--- src/rtl/maj_bist_pkg.sv ---
// rtl/maj_bist_pkg.sv - shared types and constants for the majority-gate BIST controller
package maj_bist_pkg;

    typedef enum logic [2:0] {
        ST_IDLE,
        ST_DRIVE,
        ST_WAIT,
        ST_CHECK,
        ST_DONE
    } state_t;

    localparam int                LFSR_W    = 64;
    // Taps 64,63,61,60 expressed as bit positions 63,62,60,59
    localparam logic [LFSR_W-1:0] LFSR_TAPS = 64'hD800_0000_0000_0000;

    localparam int                ERR_W     = 16;
    localparam logic [ERR_W-1:0]  ERR_SAT   = 16'hFFFF;

    function automatic logic [LFSR_W-1:0] lfsr_step(input logic [LFSR_W-1:0] s);
        return {s[LFSR_W-2:0], ^(s & LFSR_TAPS)};
    endfunction

endpackage

--- src/rtl/maj_bist_ctrl_if.sv ---
// rtl/maj_bist_ctrl_if.sv - control, result and DUT-stimulus signals of maj_bist_ctrl
interface maj_bist_ctrl_if #(
    parameter int N = 47
);
    import maj_bist_pkg::*;

    logic             start;
    logic [63:0]      seed;
    logic [31:0]      num_vec;
    logic [N-1:0]     dut_x;
    logic             dut_y;
    logic             busy;
    logic             done;
    logic             pass;
    logic [ERR_W-1:0] err_count;
    logic             first_fail_valid;
    logic [N-1:0]     first_fail_vec;

    modport master (
        output start, seed, num_vec, dut_y,
        input  dut_x, busy, done, pass, err_count, first_fail_valid, first_fail_vec
    );

    modport slave (
        input  start, seed, num_vec, dut_y,
        output dut_x, busy, done, pass, err_count, first_fail_valid, first_fail_vec
    );

endinterface

--- src/rtl/maj_ref_popcount.sv ---
// rtl/maj_ref_popcount.sv - golden majority: popcount of x compared against (N+1)/2
module maj_ref_popcount #(
    parameter int N = 47
) (
    input  logic [N-1:0] x,
    output logic         maj_ref
);
    localparam int CW = $clog2(N + 1);

    logic [CW-1:0] cnt;

    always_comb begin
        cnt = '0;
        for (int i = 0; i < N; i++) begin
            cnt = cnt + CW'(x[i]);
        end
    end

    assign maj_ref = (cnt >= CW'((N + 1) / 2));

endmodule

--- src/rtl/maj_bist_ctrl.sv ---
// rtl/maj_bist_ctrl.sv - BIST sequencer for an N-input majority gate; MAJ_BIST_LFSR_EN selects LFSR vectors over a counter
module maj_bist_ctrl
    import maj_bist_pkg::*;
#(
    parameter int N          = 47,
    parameter int SETTLE_CYC = 1
) (
    input logic           clk,
    input logic           rst_n,
    maj_bist_ctrl_if.slave bus
);
`ifdef MAJ_BIST_LFSR_EN
    localparam int GW = LFSR_W;
`else
    localparam int GW = N;
`endif

    state_t           state_q, state_d;
    logic [GW-1:0]    gen_q, gen_d;
    logic [31:0]      rem_q, rem_d;
    logic [31:0]      wait_q, wait_d;
    logic [N-1:0]     dut_x_q, dut_x_d;
    logic             busy_q, busy_d;
    logic             done_q, done_d;
    logic             pass_q, pass_d;
    logic [ERR_W-1:0] err_q, err_d;
    logic             ffv_q, ffv_d;
    logic [N-1:0]     ffvec_q, ffvec_d;

    logic             maj_ref;
    logic             mismatch;
    logic [GW-1:0]    gen_seed;
    logic [GW-1:0]    gen_next;

    maj_ref_popcount #(.N(N)) u_ref (
        .x       (dut_x_q),
        .maj_ref (maj_ref)
    );

`ifdef MAJ_BIST_LFSR_EN
    // An all-zero LFSR would lock up, so a zero seed starts from all-ones
    assign gen_seed = (bus.seed == '0) ? '1 : bus.seed;
    assign gen_next = lfsr_step(gen_q);
`else
    logic unused_seed_hi;
    assign unused_seed_hi = ^bus.seed[63:N];
    assign gen_seed       = bus.seed[N-1:0];
    assign gen_next       = gen_q + GW'(1);
`endif

    assign mismatch = (state_q == ST_CHECK) && (bus.dut_y != maj_ref);

    always_comb begin
        state_d = state_q;
        gen_d   = gen_q;
        rem_d   = rem_q;
        wait_d  = wait_q;
        dut_x_d = dut_x_q;
        done_d  = 1'b0;
        pass_d  = pass_q;
        err_d   = err_q;
        ffv_d   = ffv_q;
        ffvec_d = ffvec_q;

        case (state_q)
            ST_IDLE: begin
                if (bus.start) begin
                    rem_d   = bus.num_vec;
                    gen_d   = gen_seed;
                    err_d   = '0;
                    pass_d  = 1'b0;
                    ffv_d   = 1'b0;
                    ffvec_d = '0;
                    if (bus.num_vec == 32'd0) begin
                        state_d = ST_DONE;
                        done_d  = 1'b1;
                        pass_d  = 1'b1;
                    end else begin
                        state_d = ST_DRIVE;
                    end
                end
            end
            ST_DRIVE: begin
                dut_x_d = gen_q[N-1:0];
                wait_d  = 32'(SETTLE_CYC);
                state_d = (SETTLE_CYC > 0) ? ST_WAIT : ST_CHECK;
            end
            ST_WAIT: begin
                if (wait_q <= 32'd1) begin
                    state_d = ST_CHECK;
                end else begin
                    wait_d = wait_q - 32'd1;
                end
            end
            ST_CHECK: begin
                gen_d = gen_next;
                rem_d = rem_q - 32'd1;
                if (mismatch) begin
                    if (err_q != ERR_SAT) begin
                        err_d = err_q + ERR_W'(1);
                    end
                    if (!ffv_q) begin
                        ffv_d   = 1'b1;
                        ffvec_d = dut_x_q;
                    end
                end
                // pass is resolved here so it is valid alongside the done pulse
                if (rem_q == 32'd1) begin
                    state_d = ST_DONE;
                    done_d  = 1'b1;
                    pass_d  = (err_d == '0);
                end else begin
                    state_d = ST_DRIVE;
                end
            end
            ST_DONE: begin
                state_d = ST_IDLE;
            end
            default: begin
                state_d = ST_IDLE;
            end
        endcase

        busy_d = (state_d != ST_IDLE);
    end

    always_ff @(posedge clk) begin
        if (!rst_n) begin
            state_q <= ST_IDLE;
            gen_q   <= '0;
            rem_q   <= '0;
            wait_q  <= '0;
            dut_x_q <= '0;
            busy_q  <= 1'b0;
            done_q  <= 1'b0;
            pass_q  <= 1'b0;
            err_q   <= '0;
            ffv_q   <= 1'b0;
            ffvec_q <= '0;
        end else begin
            state_q <= state_d;
            gen_q   <= gen_d;
            rem_q   <= rem_d;
            wait_q  <= wait_d;
            dut_x_q <= dut_x_d;
            busy_q  <= busy_d;
            done_q  <= done_d;
            pass_q  <= pass_d;
            err_q   <= err_d;
            ffv_q   <= ffv_d;
            ffvec_q <= ffvec_d;
        end
    end

    assign bus.dut_x            = dut_x_q;
    assign bus.busy             = busy_q;
    assign bus.done             = done_q;
    assign bus.pass             = pass_q;
    assign bus.err_count        = err_q;
    assign bus.first_fail_valid = ffv_q;
    assign bus.first_fail_vec   = ffvec_q;

endmodule

--- src/flat_wrapper.sv ---
// flat-port wrapper written by rule: the top's interface ports become plain ports
module maj_bist_ctrl_flat import maj_bist_pkg::*;
#(
    parameter int N          = 47,
    parameter int SETTLE_CYC = 1
)
  (clk, rst_n, bus_start, bus_seed, bus_num_vec, bus_dut_y, bus_dut_x, bus_busy, bus_done, bus_pass, bus_err_count, bus_first_fail_valid, bus_first_fail_vec);
  maj_bist_ctrl_if #(.N(N)) bus_i ();
  input logic clk;
  input logic rst_n;
  input wire logic [$bits(bus_i.start)-1:0] bus_start;
  input wire logic [$bits(bus_i.seed)-1:0] bus_seed;
  input wire logic [$bits(bus_i.num_vec)-1:0] bus_num_vec;
  input wire logic [$bits(bus_i.dut_y)-1:0] bus_dut_y;
  output wire logic [$bits(bus_i.dut_x)-1:0] bus_dut_x;
  output wire logic [$bits(bus_i.busy)-1:0] bus_busy;
  output wire logic [$bits(bus_i.done)-1:0] bus_done;
  output wire logic [$bits(bus_i.pass)-1:0] bus_pass;
  output wire logic [$bits(bus_i.err_count)-1:0] bus_err_count;
  output wire logic [$bits(bus_i.first_fail_valid)-1:0] bus_first_fail_valid;
  output wire logic [$bits(bus_i.first_fail_vec)-1:0] bus_first_fail_vec;
  assign bus_i.start = bus_start;
  assign bus_i.seed = bus_seed;
  assign bus_i.num_vec = bus_num_vec;
  assign bus_i.dut_y = bus_dut_y;
  assign bus_dut_x = bus_i.dut_x;
  assign bus_busy = bus_i.busy;
  assign bus_done = bus_i.done;
  assign bus_pass = bus_i.pass;
  assign bus_err_count = bus_i.err_count;
  assign bus_first_fail_valid = bus_i.first_fail_valid;
  assign bus_first_fail_vec = bus_i.first_fail_vec;
  maj_bist_ctrl #(.N(N), .SETTLE_CYC(SETTLE_CYC)) u_core (.clk(clk), .rst_n(rst_n), .bus(bus_i));
endmodule
--- config.mk ---
export PLATFORM = sky130hd
export DESIGN_NAME = maj_bist_ctrl_flat
export DESIGN_NICKNAME = d
export VERILOG_FILES = /design/src/rtl/maj_bist_pkg.sv /design/src/rtl/maj_bist_ctrl_if.sv /design/src/rtl/maj_ref_popcount.sv /design/src/rtl/maj_bist_ctrl.sv /design/src/flat_wrapper.sv
export SDC_FILE = /design/constraint.sdc
export NUM_CORES = 1
export LEC_CHECK = 0
export CORE_MARGIN = 3
export CORE_UTILIZATION = 59
export CTS_BUF_LIST = sky130_fd_sc_hd__clkbuf_4
export CTS_CLUSTER_SIZE = 20
export DETAILED_ROUTE_END_ITERATION = 8
export PLACE_DENSITY_LB_ADDON = 0.1
export SETUP_SLACK_MARGIN = 0.05
export SYNTH_ARGS = -nofsm -noshare
export SYNTH_HDL_FRONTEND = slang
export SYNTH_SLANG_ARGS = --single-unit
--- constraint.sdc ---
create_clock -name clk -period 15.45 [get_ports clk]
set_clock_uncertainty 0.05 [all_clocks]
set_input_delay 3.09 -clock clk [delete_from_list [all_inputs] [get_ports clk]]
set_output_delay 3.09 -clock clk [all_outputs]
set_load 0.02 [all_outputs]
=== Word-level counts from Yosys, hierarchy flattened ===
Cells that the tools add are included.

* Mux-type cells: 30
* Reductions and logical operators: 12
* Add/sub/neg operators: 50
* Eq/ne operators: 11
* $lt $le $gt $ge: 2

{| class="wikitable"
|+ Operator list
! operator !! count
|-
| $add A6 B1 Y6 || 41
|-
| $mux W47 || 4
|-
| $pmux W47 S2 || 2
|-
| $pmux W32 S2 || 2
|-
| $mux W16 || 4
|-
| $mux W32 || 2
|-
| $sub A32 B1 Y32 const B || 2
|-
| $add A47 B1 Y47 const B || 1
|-
| $eq A32 B1 Y1 const B || 1
|-
| $le A32 B1 Y1 const B || 1
|-
| $logic_not A32 Y1 || 1
|-
| $pmux W16 S2 || 1
|-
| $add A16 B1 Y16 const B || 1
|-
| $logic_not A16 Y1 || 1
|-
| $ne A16 B16 Y1 const B || 1
|-
| $mux W3 || 4
|-
| $pmux W3 S4 || 1
|-
| $ne A2 B2 Y1 const B || 4
|-
| $mux W1 || 7
|-
| $add A5 B1 Y6 || 1
|-
| $eq A3 B2 Y1 const B || 2
|-
| $ge A6 B5 Y1 const B || 1
|-
| $pmux W1 S2 || 3
|-
| $reduce_and A3 Y1 || 2
|-
| 13 further kinds || 15
|}

* Register bits after elaboration: 228
* Bits of input ports: 100
* Logic and storage cells: 116
* Output and inout port bits: 114

=== Longest topological paths before layout ===
Gate-level depths: netlist of the first run.

* Depth in word-level cells: 54
* Gate-level depth with buffers: 26
* Depth with buffers taken out: 23

=== By module ===
A second synthesis of the first run with hierarchy kept.

* Cell total of the unflattened synthesis: 1590
* Area, all modules: 12311.8 sq um

{| class="wikitable"
|+ Modules (own cells, without submodules)
! module !! area an instance (sq um) !! times used !! cells an instance !! seq. area each (sq um)
|-
| maj_bist_ctrl || 11065.6 || 1 || 1464 || 4564.4
|-
| maj_ref_popcount || 1246.2 || 1 || 126 || 0.0
|}

=== Worst setup path before layout of the first run ===
OpenSTA, ideal clock, no wires.

* Path type: reg-to-reg
* Start point: register u_core.dut_x_q[11] (netlist: u_core.bus.dut_x[11])
* End point: register u_core.pass_q (netlist: u_core.bus.pass)
* Required time: 15313 ps
* Buffers on the path: 0
* Setup slack: 8625 ps
* Data arrival time: 6688 ps
* Setup time: 87 ps
* Clock period less this slack: 6825 ps
* Stages on the path, launching flop included: 23
* Path through: dfxtp_1 -> inv_1 -> fa_1 -> inv_1 -> fa_1 -> inv_1 -> fa_1 -> fa_1 -> fa_1 -> fa_1 -> fa_1 -> inv_1 -> fa_1 -> fa_1 -> nand3b_1 -> a221oi_1 -> o21ai_1 -> a21oi_1 -> or3b_2 -> mux2i_1 -> nand4_1 -> or4_1 -> o31ai_1

* Word-level cells in the longest chain between the ends: 44

{| class="wikitable"
|+ Ends and longest elaborated chain
! element !! line !! RTL
|-
| start, declared || maj_bist_ctrl.sv:22 || <nowiki>logic [N-1:0] dut_x_q, dut_x_d;</nowiki>
|-
| start signal, assigned || maj_bist_ctrl.sv:145 || <nowiki>dut_x_q <= dut_x_d;</nowiki>
|-
| $add A6 B1 Y6 (36 in a row) || maj_ref_popcount.sv:15 || <nowiki>cnt = cnt + CW'(x[i]);</nowiki>
|-
| $ge A6 B5 Y1 || maj_ref_popcount.sv:19 || <nowiki>assign maj_ref = (cnt >= CW'((N + 1) / 2));</nowiki>
|-
| $ne A1 B1 Y1 || maj_bist_ctrl.sv:51 || <nowiki>assign mismatch = (state_q == ST_CHECK) && (bus.dut_y != maj_ref);</nowiki>
|-
| $logic_and A1 B1 Y1 || maj_bist_ctrl.sv:51 ||
|-
| $mux W16 || maj_bist_ctrl.sv:98 || <nowiki>if (mismatch) begin</nowiki>
|-
| $mux W16 || maj_bist_ctrl.sv:65 || <nowiki>case (state_q)</nowiki>
|-
| $logic_not A16 Y1 || maj_bist_ctrl.sv:111 || <nowiki>pass_d = (err_d == '0);</nowiki>
|-
| $mux W1 || maj_bist_ctrl.sv:108 || <nowiki>if (rem_q == 32'd1) begin</nowiki>
|-
| $pmux W1 S2 || maj_bist_ctrl.sv:65 ||
|-
| end signal, assigned || maj_bist_ctrl.sv:148 || <nowiki>pass_q <= pass_d;</nowiki>
|-
| end, declared || maj_bist_ctrl.sv:25 || <nowiki>logic pass_q, pass_d;</nowiki>
|}

No other way between the ends. The select of a mux whose other input is x is not followed.
A chain may end at the register's enable or synchronous reset.

=== Worst setup path in the final report of the first run ===
Ends and elaborated chain as after synthesis.

==> results.sh, run 1 <==
export IMPL_max_slew_margin_pct=33.25
export IMPL_clockBufferDepth=3
export IMPL_postCtsSetupBuffers=0
export IMPL_core_mm2=0.01902
export IMPL_drive_gt1_share_pct=7.746
export IMPL_grt_max_degree=95
export IMPL_numCtsBuffers=59
export IMPL_firstDrtPassIters=5
export IMPL_cp_common_cell="fa_1"
export IMPL_io_buffers=196
export IMPL_instances_no_fill=1968
export IMPL_seq_area_frac_synth_pct=39.25
export IMPL_synth_fp_nets=1637
export IMPL_first_global_vias=11170
export IMPL_setup_viol=0
export IMPL_yosys_warnings=0
export IMPL_io_pins=214
export IMPL_critical_path_max_stage_delay_ns=0.60
export IMPL_ctsRootBufferMaster="clkbuf_4"
export IMPL_leakagePower_nw=5.137
export IMPL_tightest_slew_ns=1.001
export IMPL_pwr_share_clk_pct=27.4
export IMPL_ant_nets=0
export IMPL_critPathKind="reg2reg"
export IMPL_slowest_stage="nor2b_1"
export IMPL_num_rows=50
export IMPL_globalRouteOverflowTotal=0
export IMPL_nets=1815
export IMPL_cts_sinks=228
export IMPL_routabilityCongestion=0.9181
export IMPL_grt_use_total_pct=30.71
export IMPL_crit_fanout=11
export IMPL_initial_core_util_pct=61.14
export IMPL_antenna_found_initial=3
export IMPL_wl_per_cell_um=17.24
export IMPL_drt_wl_total_mm=33.92
export IMPL_dieHeight_um=146.4
export IMPL_post_synth_inst_count=1485
export IMPL_p_switching_uw=720.6
export IMPL_dieArea_mm2=0.02143
export IMPL_crit_required_ns=16.01
export IMPL_holdBufCountCts=0
export IMPL_internal_power_mw=1.177
export IMPL_p_sw_share_pct=37.98
export IMPL_routed_via_density=5.978
export IMPL_max_cap_violations=0
export IMPL_path_clk_slew_ns=0.07
export IMPL_finalCritPeriodShare_pct=49.20
export IMPL_pwr_share_seq_pct=39.3
export IMPL_hold_class="reg2reg"
export IMPL_setup_tns_ns=0
export IMPL_ys_types=65
export IMPL_drc=0
export IMPL_clk_latency_ns=0.71
export IMPL_synth_ff_type="dfxtp_1"
export IMPL_period_needed_ns=7.602
export IMPL_irDropWorstVdd_mv=0.07331
export IMPL_cts_resized=0
export IMPL_timing_hold_ws_ns=0.3999
export IMPL_critPathArrivalTime_ns=8.17
export IMPL_synth_area_mm2=0.01163
export IMPL_finalHoldViolations=0
export IMPL_cts_tree="built"
export IMPL_endpoint_kind="flip-flop"
export IMPL_async_reset_ff_share_pct=0
export IMPL_fp_dieW_um=146.4
export IMPL_vias=11770
export IMPL_power_density_mw_per_mm2=131.4
export IMPL_rsz0062_at_grt="no"
export IMPL_htreeDepth=2
export IMPL_hpwl_mm=22.99
export IMPL_syn2layout_area_growth_pct=24.19
export IMPL_placed_cells=1862
export IMPL_avgSynthCellArea_um2=7.831
export IMPL_final_max_slew_viol_count=0
export IMPL_status="finished, final reports clean"
export IMPL_fillers=1544
export IMPL_grt_pass1_wl_mm=54.74
export IMPL_combPwrFrac_pct=33.3
export IMPL_drt_iter0_markers=1066
export IMPL_max_freq_mhz=131.5
export IMPL_crit_chain="inv_1, fa_1, inv_1, fa_1, inv_1, fa_1, fa_1, fa_1, fa_1, fa_1, inv_1, fa_1, fa_1, nand3b_1, a221oi_1, o21ai_1, a21oi_1, nor2b_1, nand3_1, mux2i_1, or4_1, o31ai_1"
export IMPL_startpoint_type="flip-flop"
export IMPL_synth_edf_count=0
export IMPL_synth_seq_cells=228
power groups by stage:
stage	registers, mW	logic, mW	clock network (mW)
after floorplan	0.741	0.453	0
after global placement	0.749	0.599	0
after detailed placement	0.754	0.624	0
after CTS	0.742	0.631	0.529
after global routing	0.754	0.705	0.559
final	0.745	0.632	0.520
per-stage QoR:
| stage | area [um2] | total power, mW | util, % | setup WS, ns |
|---|---|---|---|---|
| after floorplan | 11630 | 1.193 | - | 8.625 |
| after global placement | 13690 | 1.349 | 71.97 | 8.051 |
| after detailed placement | 13690 | 1.378 | 71.97 | 7.920 |
| after CTS | 14430 | 1.901 | 75.88 | 7.879 |
| after global routing | 14440 | 2.018 | 75.92 | 7.525 |
| final | 14440 | 1.897 | 75.93 | 7.848 |
layer usage:
layer,GRT usage (%),part of all wire (%)
met1,40.49,41
met2,50.08,47
met3,6.363,9.7
met4,11.43,2.6
met5,0,0
path summary, 6_finish.rpt:
kind	start	end	slack [ns]	cells past startpoint
worst max register to register	u_core.bus.dut_x[11]$_SDFFE_PN0P_	u_core.bus.pass$_SDFFE_PN0P_	7.85	22
worst max-delay path	u_core.bus.dut_x[11]$_SDFFE_PN0P_	u_core.bus.pass$_SDFFE_PN0P_	7.85	22
worst min register to register	u_core.bus.first_fail_vec[7]$_SDFFE_PN0P_	u_core.bus.first_fail_vec[7]$_SDFFE_PN0P_	0.40	2
worst min-delay path	u_core.bus.first_fail_vec[7]$_SDFFE_PN0P_	u_core.bus.first_fail_vec[7]$_SDFFE_PN0P_	0.40	2
cell usage in the layout, fill, tap and decap left out, types with 12 or more instances in the layout:
cell	n
nand2_1	216
fa_1	38
nor3_1	42
inv_1	88
dfxtp_1	228
a21oi_1	205
nor4_1	23
xnor2_1	21
ha_1	14
o21ai_0	66
or3_1	19
nand3_1	94
nor2_1	124
buf_4	12
and3_1	17
nand4_1	17
clkbuf_4	88
clkdlybuf4s50_1	196
critical path: cells and delay by family, from the launching register on:
family	cells	cell delay, ns
adders and majority gates	9	4.35
and+or+nand+nor	4	1.52
AOI/OAI and AO/OA	4	0.78
DFF	1	0.39
buffers and inverters	4	0.25
muxes	1	0.21
cells in the mapped netlist (5+ instances only):
| cell | instances | area (um2) |
|---|---|---|
| a211oi_1 | 9 | 67.56 |
| a21oi_1 | 205 | 1026 |
| a221oi_1 | 8 | 70.07 |
| a222oi_1 | 5 | 50.05 |
| a22oi_1 | 7 | 52.55 |
| a311oi_1 | 8 | 70.07 |
| a31oi_1 | 10 | 62.56 |
| and2_1 | 11 | 68.82 |
| and3_1 | 17 | 106.4 |
| clkbuf_1 | 83 | 311.6 |
| dfxtp_1 | 228 | 4564 |
| fa_1 | 38 | 760.7 |
| ha_1 | 14 | 175.2 |
| inv_1 | 89 | 334.1 |
| mux2i_1 | 7 | 70.07 |
| nand2_1 | 216 | 810.8 |
| nand2b_1 | 5 | 31.28 |
| nand3_1 | 94 | 470.5 |
| nand3b_1 | 6 | 45.04 |
| nand4_1 | 17 | 106.4 |
| nor2_1 | 124 | 465.5 |
| nor2b_1 | 8 | 50.05 |
| nor3_1 | 42 | 210.2 |
| nor3b_1 | 6 | 45.04 |
| nor4_1 | 23 | 143.9 |
| o211ai_1 | 10 | 75.07 |
| o21ai_0 | 67 | 335.3 |
| o311ai_0 | 8 | 70.07 |
| or2_2 | 5 | 31.28 |
| or3_1 | 19 | 118.9 |
| xnor2_1 | 21 | 183.9 |
| xor2_1 | 11 | 96.34 |
kinds of logic (layout without fill, tap and decap cells):
group,count (synthesis),in the layout,synth area share [%]
AOI/OAI and AO/OA,367,367,18.33
xor gates and xnor gates,32,32,2.410
adders and majority gates,52,52,8.048
buffers and inverters,180,399,5.853
DFF,228,228,39.25
muxes,9,9,0.7962
other,0,4,0
and+or+nand+nor,617,617,25.31
registers in the layout (all words and copies together) (netlist names):
| register | flops |
|---|---|
| u_core.bus.first_fail_valid | 1 |
| u_core.bus.dut_x | 47 |
| u_core.state_q | 3 |
| u_core.bus.done | 1 |
| u_core.gen_q | 47 |
| u_core.wait_q | 32 |
| u_core.bus.pass | 1 |
| u_core.bus.err_count | 16 |
| u_core.bus.first_fail_vec | 47 |
| u_core.bus.busy | 1 |
| u_core.rem_q | 32 |
area by class of cell:
type / instances / area [um2] / share of cell area, %
clock buffer: 88 / 660.6 / 4.575
antenna: 4 / 10.01 / 0.06931
timing repair buffer: 208 / 2052 / 14.21
multi-input combinational: 1077 / 6410 / 44.39
inverter: 89 / 336.6 / 2.331
tap: 260 / 325.3 / 2.253
clock inverter: 14 / 82.58 / 0.5718
sequential: 228 / 4564 / 31.61
(Power assumes the default switching activity.)
==> run 2, diff against run 1 <==
--- a/config.mk
+++ b/config.mk
@@ -6,7 +6,7 @@
 export NUM_CORES = 1
 export LEC_CHECK = 0
 export CORE_MARGIN = 3
-export CORE_UTILIZATION = 59
+export CORE_UTILIZATION = 55
 export CTS_BUF_LIST = sky130_fd_sc_hd__clkbuf_4
 export CTS_CLUSTER_SIZE = 20
 export DETAILED_ROUTE_END_ITERATION = 8
==> constraint.sdc (replaced) <==
create_clock -name clk -period 7.5 [get_ports clk]
set_clock_uncertainty 0.05 [all_clocks]
set_input_delay 1.5 -clock clk [delete_from_list [all_inputs] [get_ports clk]]
set_output_delay 1.5 -clock clk [all_outputs]
set_load 0.02 [all_outputs]
==> run 2 against run 1 <==
Against the previous run: power up 100%; register-to-register slack worse by 7.5 ns; hold slack worse by 0.0014 ns; critical endpoint unchanged.
==> results.sh, run 2 (synthesis gave the netlist of run 1 again) <==
export IMPL_crit_required_ns=8.07
export IMPL_p_total_mw=3.880
export IMPL_routabilityCongestion=0.8720
export IMPL_grt_pass1_wl_mm=53.56
export IMPL_setup_tns_ns=0
export IMPL_drt_iter0_markers=920
export IMPL_tightest_slew_ns=0.9861
export IMPL_io_buffers=196
export IMPL_htreeDepth=2
export IMPL_numCtsBuffers=60
export IMPL_whs_path_depth=2
export IMPL_finalCritPeriodShare_pct=94.80
export IMPL_path_clk_slew_ns=0.06
export IMPL_worst_slack_ns=0.3900
export IMPL_drc=0
export IMPL_finalHoldViolations=0
export IMPL_final_cell_mix="dfxtp_1 (228), nand2_1 (216), a21oi_1 (205)"
export IMPL_clockBufferDepth=3
export IMPL_nets=1828
export IMPL_ctsRootBufferMaster="clkbuf_4"
export IMPL_crit_chain="inv_1, fa_1, inv_1, fa_1, inv_1, fa_1, fa_1, fa_1, fa_1, fa_1, inv_1, fa_1, fa_1, nand3b_1, a221oi_1, o21ai_1, a21oi_1, or3b_2, mux2i_1, nand4_1, or4_1, o31ai_1"
export IMPL_syn2layout_area_growth_pct=25.04
export IMPL_grt_use_total_pct=28.85
export IMPL_regArea_mm2=0.004564
export IMPL_hold_end="u_core.bus.first_fail_vec[31]$_SDFFE_PN0P_"
export IMPL_max_freq_mhz=140.6
export IMPL_hpwl_mm=23.03
export IMPL_multi_input_area_mm2=0.006420
export IMPL_path_buf_inv=4
export IMPL_initial_core_util_pct=56.74
export IMPL_critical_path_max_stage_delay_ns=0.56
export IMPL_max_slew_margin_pct=34.26
export IMPL_hold_class="reg2reg"
export IMPL_firstDrtPassIters=5
export IMPL_core_mm2=0.02049
export IMPL_cp_top_family="adder cells"
export IMPL_dieArea_mm2=0.02292
export IMPL_irDropWorstVdd_mv=0.1635
export IMPL_power_density_mw_per_mm2=266.8
export IMPL_min_from="u_core.bus.first_fail_vec[31]$_SDFFE_PN0P_"
export IMPL_cts_tree="built"
export IMPL_ant_nets=0
export IMPL_setup_viol=0
export IMPL_fillers=1698
export IMPL_routed_via_density=5.820
export IMPL_holdBufCountCts=0
export IMPL_dieHeight_um=151.4
export IMPL_grt_max_degree=94
export IMPL_final_common_cell="dfxtp_1"
export IMPL_drt_wl_total_mm=33.96
export IMPL_startpoint_type="flip-flop"
export IMPL_rsz0062_at_grt="no"
export IMPL_timing_hold_ws_ns=0.3985
export IMPL_io_pins=214
export IMPL_endpoint_kind="flip-flop"
export IMPL_r2r_cells=22
export IMPL_max_cap_violations=0
export IMPL_worstReg2RegStart="u_core.bus.dut_x[11]$_SDFFE_PN0P_"
export IMPL_first_global_vias=10800
export IMPL_cts_sinks=228
export IMPL_clk_latency_ns=0.71
export IMPL_cts_resized=0
export IMPL_num_rows=52
export IMPL_critPathArrivalTime_ns=7.68
export IMPL_crit_fanout=4
export IMPL_period_needed_ns=7.110
export IMPL_status="finished, final reports clean"
export IMPL_fp_dieW_um=151.4
export IMPL_post_place_ws_ns=0.3660
export IMPL_slowest_stage="fa_1"
export IMPL_wl_per_cell_um=17.09
export IMPL_fin_util_pct=70.95
export IMPL_critPathKind="reg2reg"
export IMPL_final_max_slew_viol_count=0
export IMPL_postCtsSetupBuffers=0
export IMPL_r2r_slack_ns=0.39
export IMPL_antenna_found_initial=2
export IMPL_cp_common_cell="fa_1"
export IMPL_drive_gt1_share_pct=8.630
export IMPL_r2r_end="u_core.bus.pass$_SDFFE_PN0P_"
export IMPL_vias=11560
export IMPL_leakagePower_nw=5.198
export IMPL_globalRouteOverflowTotal=0
## run 2: changes by cell type in the layout (fill, tap and decap cells not counted), sizes merged
cell	before	now
buf	12	24
bufinv	1	0
clkbuf	88	91
clkinv	12	8
diode	4	2
inv	90	91
## run 2: final cells by class
| class | instances | area share, % |
|---|---|---|
| Antenna cell | 2 | 0.03442 |
| Clock buffer | 91 | 4.698 |
| Clock inverter | 10 | 0.2668 |
| Inverter | 89 | 2.315 |
| Multi-Input combinational cell | 1077 | 44.15 |
| Sequential cell | 228 | 31.39 |
| Tap cell | 270 | 2.323 |
| Timing Repair Buffer | 220 | 14.82 |
## run 2: worst min-delay path, delay by kind of cell, from the launching register on
family,cells,cell delay (ns)
compound gates,1,0.05
flops,1,0.31
simple gates,1,0.05
## run 2: per-layer routing
metal  part of all wire [%]  up-vias  global-route usage, %
met5                      0        -                      0
met3                    8.5       60                  5.595
li1                       -     5572                      -
met4                    2.3        0                  9.746
met2                     46      483                  46.59
met1                     43     5449                  38.85
## run 2: stage by stage
stage / area, um2 / cells
2_1_floorplan: 11630 / 1485
3_3_place_gp: 13810 / 1884
3_5_place_dp: 13810 / 1884
4_1_cts: 14530 / 1985
5_1_grt: 14540 / 1987
6_report: 14540 / 1987
## run 2: worst max-delay path by stage
stage	from	end	slack, ns	cells after the start
after floorplan	u_core.bus.dut_x[11]$_SDFFE_PN0P_	u_core.bus.pass$_SDFFE_PN0P_	0.67	22
after CTS	u_core.bus.dut_x[11]$_SDFFE_PN0P_	u_core.bus.pass$_SDFFE_PN0P_	0.38	22
after global placement	u_core.bus.dut_x[11]$_SDFFE_PN0P_	u_core.bus.pass$_SDFFE_PN0P_	0.41	22
after detailed placement	u_core.bus.dut_x[11]$_SDFFE_PN0P_	u_core.bus.pass$_SDFFE_PN0P_	0.37	22
final	u_core.bus.dut_x[11]$_SDFFE_PN0P_	u_core.bus.pass$_SDFFE_PN0P_	0.39	22
after global routing	u_core.bus.dut_x[11]$_SDFFE_PN0P_	u_core.bus.pass$_SDFFE_PN0P_	0.07	22
## run 2: power by group
group	leakage [nW]	switching, mW	internal, mW
Sequential	1.85	0.164	1.36
Combinational	2.90	0.805	0.499
Clock	0.442	0.504	0.545
Total	5.20	1.47	2.41
